<file path="src/rtl/bus_rr_arbiter.sv">
// bus_rr_arbiter: round-robin bus arbiter with target handshake, single data strobe and per-grant timeout.
module bus_rr_arbiter #(
    parameter int DEVICE_MAX_NUMBER = 4,
    parameter int CLK_MAX_TIMEOUT   = 10,
    parameter int IDX_W             = $clog2(DEVICE_MAX_NUMBER),
    parameter int TO_W              = $clog2(CLK_MAX_TIMEOUT + 1)
) (
    input  logic                         clk,
    input  logic                         rst,
    input  logic [DEVICE_MAX_NUMBER-1:0] barq_i,
    output logic [DEVICE_MAX_NUMBER-1:0] bagd_o,
    output logic                         target_ready_o,
    input  logic                         address_valid_i,
    output logic                         data_strobe_o,
    output logic                         error_o,
    output logic [DEVICE_MAX_NUMBER-1:0] err_master_o,
    input  logic                         err_clr_i,
    output logic [IDX_W-1:0]             grant_idx_o,
    output logic                         busy_o
);
    typedef enum logic [1:0] {IDLE, GRANT, READY, RELEASE} state_t;
    state_t state, state_n;
    logic [IDX_W-1:0] ptr, win, nxt;
    logic [TO_W-1:0] cnt;
    logic s1, s2, open, strobe, timeout, start;
    always_comb begin
        win = ptr;
        for (int i = DEVICE_MAX_NUMBER - 1; i >= 0; i--)
            if (barq_i[IDX_W'((int'(ptr) + i) % DEVICE_MAX_NUMBER)])
                win = IDX_W'((int'(ptr) + i) % DEVICE_MAX_NUMBER);
    end
    assign nxt     = IDX_W'((int'(grant_idx_o) + 1) % DEVICE_MAX_NUMBER);
    assign open    = state == GRANT || state == READY;
    assign start   = state == IDLE && |barq_i;
    assign strobe  = state == READY && s1 && !s2;
    // a strobe on the timeout edge completes the transfer, so it masks the error
    assign timeout = open && cnt == TO_W'(CLK_MAX_TIMEOUT) && !strobe;
    assign busy_o  = state != IDLE;
    always_comb begin
        state_n = state;
        if (start) state_n = GRANT;
        else if (strobe || timeout) state_n = RELEASE;
        else if (state == GRANT) state_n = READY;
        else if (state == RELEASE) state_n = IDLE;
    end
    always_ff @(posedge clk or posedge rst)
        if (rst) state <= IDLE;
        else state <= state_n;
    always_ff @(posedge clk or posedge rst) begin
        if (rst) begin
            ptr            <= '0;
            cnt            <= '0;
            s1             <= 1'b0;
            s2             <= 1'b0;
            bagd_o         <= '0;
            target_ready_o <= 1'b0;
            data_strobe_o  <= 1'b0;
            error_o        <= 1'b0;
            err_master_o   <= '0;
            grant_idx_o    <= '0;
        end else begin
            s1            <= state == READY && address_valid_i && target_ready_o;
            s2            <= state == READY && s1;
            data_strobe_o <= strobe;
            error_o       <= timeout;
            err_master_o  <= (err_clr_i ? '0 : err_master_o)
                           | (timeout ? DEVICE_MAX_NUMBER'(1) << grant_idx_o : '0);
            if (open && cnt != TO_W'(CLK_MAX_TIMEOUT)) cnt <= cnt + 1'b1;
            if (start) begin
                bagd_o      <= DEVICE_MAX_NUMBER'(1) << win;
                grant_idx_o <= win;
                cnt         <= '0;
            end else if (strobe || timeout) begin
                bagd_o         <= '0;
                target_ready_o <= 1'b0;
                ptr            <= nxt;
            end else if (state == GRANT) begin
                target_ready_o <= 1'b1;
            end
        end
    end
endmodule

</file>
<file path="config.mk">
export PLATFORM = sky130hd
export DESIGN_NAME = bus_rr_arbiter
export DESIGN_NICKNAME = d
export VERILOG_FILES = /design/src/rtl/bus_rr_arbiter.sv
export SDC_FILE = /design/constraint.sdc
export NUM_CORES = 1
export LEC_CHECK = 0
export BUFFER_PORTS_ARGS = -buffer_cell sky130_fd_sc_hd__buf_2
export CORE_ASPECT_RATIO = 2
export CORE_MARGIN = 1.5
export CORE_UTILIZATION = 40
export CTS_CLUSTER_DIAMETER = 60
export DETAILED_ROUTE_END_ITERATION = 7
export PLACE_DENSITY = 0.68
export REMOVE_ABC_BUFFERS = 1
export SLEW_MARGIN = 20
export SYNTH_ARGS = -nofsm -noshare
export SYNTH_HDL_FRONTEND = slang
export SYNTH_SLANG_ARGS = --single-unit
</file>
<file path="constraint.sdc">
create_clock -name clk -period 1.5 [get_ports clk]
set_clock_uncertainty 0.05 [all_clocks]
set_input_delay 0.225 -clock clk [delete_from_list [all_inputs] [get_ports clk]]
set_output_delay 0.225 -clock clk [all_outputs]
set_load 0.01 [all_outputs]
</file>
==> run metrics <==
relative slew slack=70.5%; Area contributors post-synth=dfrtp_1 (51%), ha_1 (11%), inv_1 (4.3%); row cnt=27; setup TNS=-1400 ps; Post-Synth Simple-Gate Area=9.54%; worst slack at placement=-206 ps; CP Launch Type=flop; Worst Setup Path Type=flop to flop; min-delay worst type=input pin to flop; commonest non-fill, non-tap cell in the layout=dfrtp_1; die width=40.5 microns; total power=2.97 mW; count of final setup violators=12; Clk Latency, worst-skew pair=270 ps; n_diodes=0; critical path's top delay family=flip-flops; FF-to-FF Start=state[0]$_DFFE_PP0P_; Root Buffer Master=clkbuf_8; Max Buffers Root-to-Sink=2; gpl congestion=0.811; commonest non-fill, non-tap cells in the layout=dfrtp_1 (23), buf_4 (22), buf_2 (21); core area=2700 sq um; hold path depth=2; leading area contributor after synthesis=dfrtp_1; Leak=0.807 nW; Initial Util=41.7%; vias in the first global route=1018; DRC violations left=0; largest net degree at the start of global routing=24; r2r worst-path depth=6; Seq/Total Area, Yosys=51.1%; Max Freq=591 MHz; Fillers=231; flop2flop setup slack=-190 ps; Non-Filler Instances=177; DIE HEIGHT=78.1 microns; main combinational cell family by area after synthesis=compound AO/OA/AOI/OAI gates; Crit. End Element=flop; dpl cells=166; worst hold slack=141 ps; CP max FO=4; Vias/cell=5.36; Pre-antenna DRT Iters=4; crit path cell chain=inv_2 > buf_4 > ha_4 > nand3b_1 > a21oi_4 > mux2_4; synth warn=0; Final Cell Area=1560 sq um; DRT antenna net count=0; Synth Cell Area=1130 sq um; CTS HTree Levels=1; Fin. Hold Viols=0; pins over their slew limit=0; Post-Synthesis Cells=99; failing checks=negative setup slack; Nets=167; setup ws final=-192 ps; DP HPWL=1840 microns; RR Endpoint=ptr[1]$_DFFE_PP0P_; post-synthesis compound-gate area fraction=20.6%; Worst-Margin Slew=443 ps; PwrDens=1900 nW/um^2; setup repair after global routing missed its margin=true; initial antenna violation count=0; Worst Hold Endpoint=s1$_DFF_PP0_; Sink Count=23; slowest stage delay, CP=410 ps; routed length per placed instance=15.0 microns; final core utilization=57.9%; Max stage delay cell, worst path=dfrtp_1; WP data required=1610 ps; TritonCTS Buffers=3; Synth cell types=32; FF+latch count, synth=23; status=finished with violations; share of cells above drive strength 1=39.2%; area delta synth->final=38.7%; area of the die=3170 sq um; syn_area_per_cell=11.4 sq um; post-synthesis mux area share=0.999%; maximum VDD drop=1.14 mV; initial DRC count=17; Synth Area in Adders=11.1%; Buf+Inv Stages, Crit Path=2; port bufs=21; max capacitance violation total=0; total I/O pin count=22; DR vias=949; clock transition at the registers of the reported paths=80 ps; total track usage=19.4%; post-synthesis xor/xnor area fraction=2.33%; HP Start=address_valid_i; routed wire length=2660 microns; placed cell areas=1400 sq um; period utilization=113%; CP Data Arrival Time=1810 ps; GRT overflow=0; first-pass GRT wire length=4260 microns; minimum clock period=1690 ps; CTS tree=done; post-synth top area share=51.1%
## power by group
| part | switching, mW | total, mW | leakage, nW | internal (mW) |
|---|---|---|---|---|
| Clock | 0.208 | 0.394 | 0.0255 | 0.186 |
| Combinational | 0.781 | 1.60 | 0.487 | 0.824 |
| Sequential | 0.155 | 0.973 | 0.294 | 0.818 |
| Total | 1.14 | 2.97 | 0.807 | 1.83 |
## routing by layer
| metal | global-route usage, % | wire length [microns] | vias to the layer above |
|---|---|---|---|
| met3 | 3.39 | 53 | 5 |
| met1 | 20.3 | 966 | 473 |
| li1 | - | - | 451 |
| met5 | 0 | 0 | - |
| met2 | 33.0 | 1590 | 20 |
| met4 | 11.0 | 57 | 0 |
## area by class of cell
cell class,instances,area [sq um],share of cell area (%)
multi-input combinational,63,566,36.2
sequential,23,576,36.8
clock buffer,3,41.3,2.64
tap,29,36.3,2.32
timing repair buffer,45,292,18.6
clock inverter,1,5.00,0.320
inverter,13,48.8,3.12
## Yosys cell counts
master and count:
dfrtp_1 23, inv_1 13, ha_1 10, nor2_1 7, a21oi_1 6, a22o_1 4, nand2_1 4, o21ai_0 3
a32o_1 2, and2_1 2, and3_1 2, nand3b_1 2, xor2_1 2, a211oi_1 1, a21boi_0 1, a21oi_4 1
a221o_1 1, a221oi_1 1, a31oi_1 1, mux2_1 1, nand2b_1 1, nand3_1 1, nand4_1 1, nand4b_1 1
o21bai_1 1, o221ai_1 1, o22ai_1 1, o2bb2ai_1 1, o31ai_1 1, o41a_4 1, o41ai_2 1, xnor2_1 1
## flip-flops by register name, indices dropped and copies added, names as in the netlist
| register | flops |
|---|---|
| ptr | 2 |
| state | 2 |
| bagd_o | 4 |
| target_ready_o | 1 |
| s2 | 1 |
| grant_idx_o | 2 |
| data_strobe_o | 1 |
| error_o | 1 |
| cnt | 4 |
| s1 | 1 |
| err_master_o | 4 |
## cells by family (layout without fill, tap and decap cells)
| kind of cell | after synthesis | count (layout) |
|---|---|---|
| multiplexers | 1 | 1 |
| XOR/XNOR | 3 | 3 |
| flip-flops | 23 | 23 |
| adder cells (fa/ha/maj) | 10 | 10 |
| AND/OR/NAND/NOR | 21 | 21 |
| AO/OA/AOI/OAI | 28 | 28 |
| buffers and inverters | 13 | 62 |
## worst max-delay path by stage
stage / startpoint / end / cells past startpoint
after global routing: state[0]$_DFFE_PP0P_ / ptr[1]$_DFFE_PP0P_ / 6
after floorplan: state[1]$_DFFE_PP0P_ / ptr[1]$_DFFE_PP0P_ / 5
after detailed placement: state[0]$_DFFE_PP0P_ / ptr[1]$_DFFE_PP0P_ / 5
after global placement: state[0]$_DFFE_PP0P_ / ptr[1]$_DFFE_PP0P_ / 5
after CTS: state[0]$_DFFE_PP0P_ / bagd_o[3]$_DFFE_PP0P_ / 5
final: state[0]$_DFFE_PP0P_ / ptr[1]$_DFFE_PP0P_ / 6
## timing repair
action / in CTS / in global routing
setup buffers: 3 / 4
hold buffers: 1 / 0
endpoints found under the hold margin: 23 / 0
gates cloned: 0 / 0
pin swaps: 3 / 2
setup endpoints to repair: 13 / 17
gates resized for setup: 4 / 8
No activity file was read; power rests on OpenSTA's default activity.
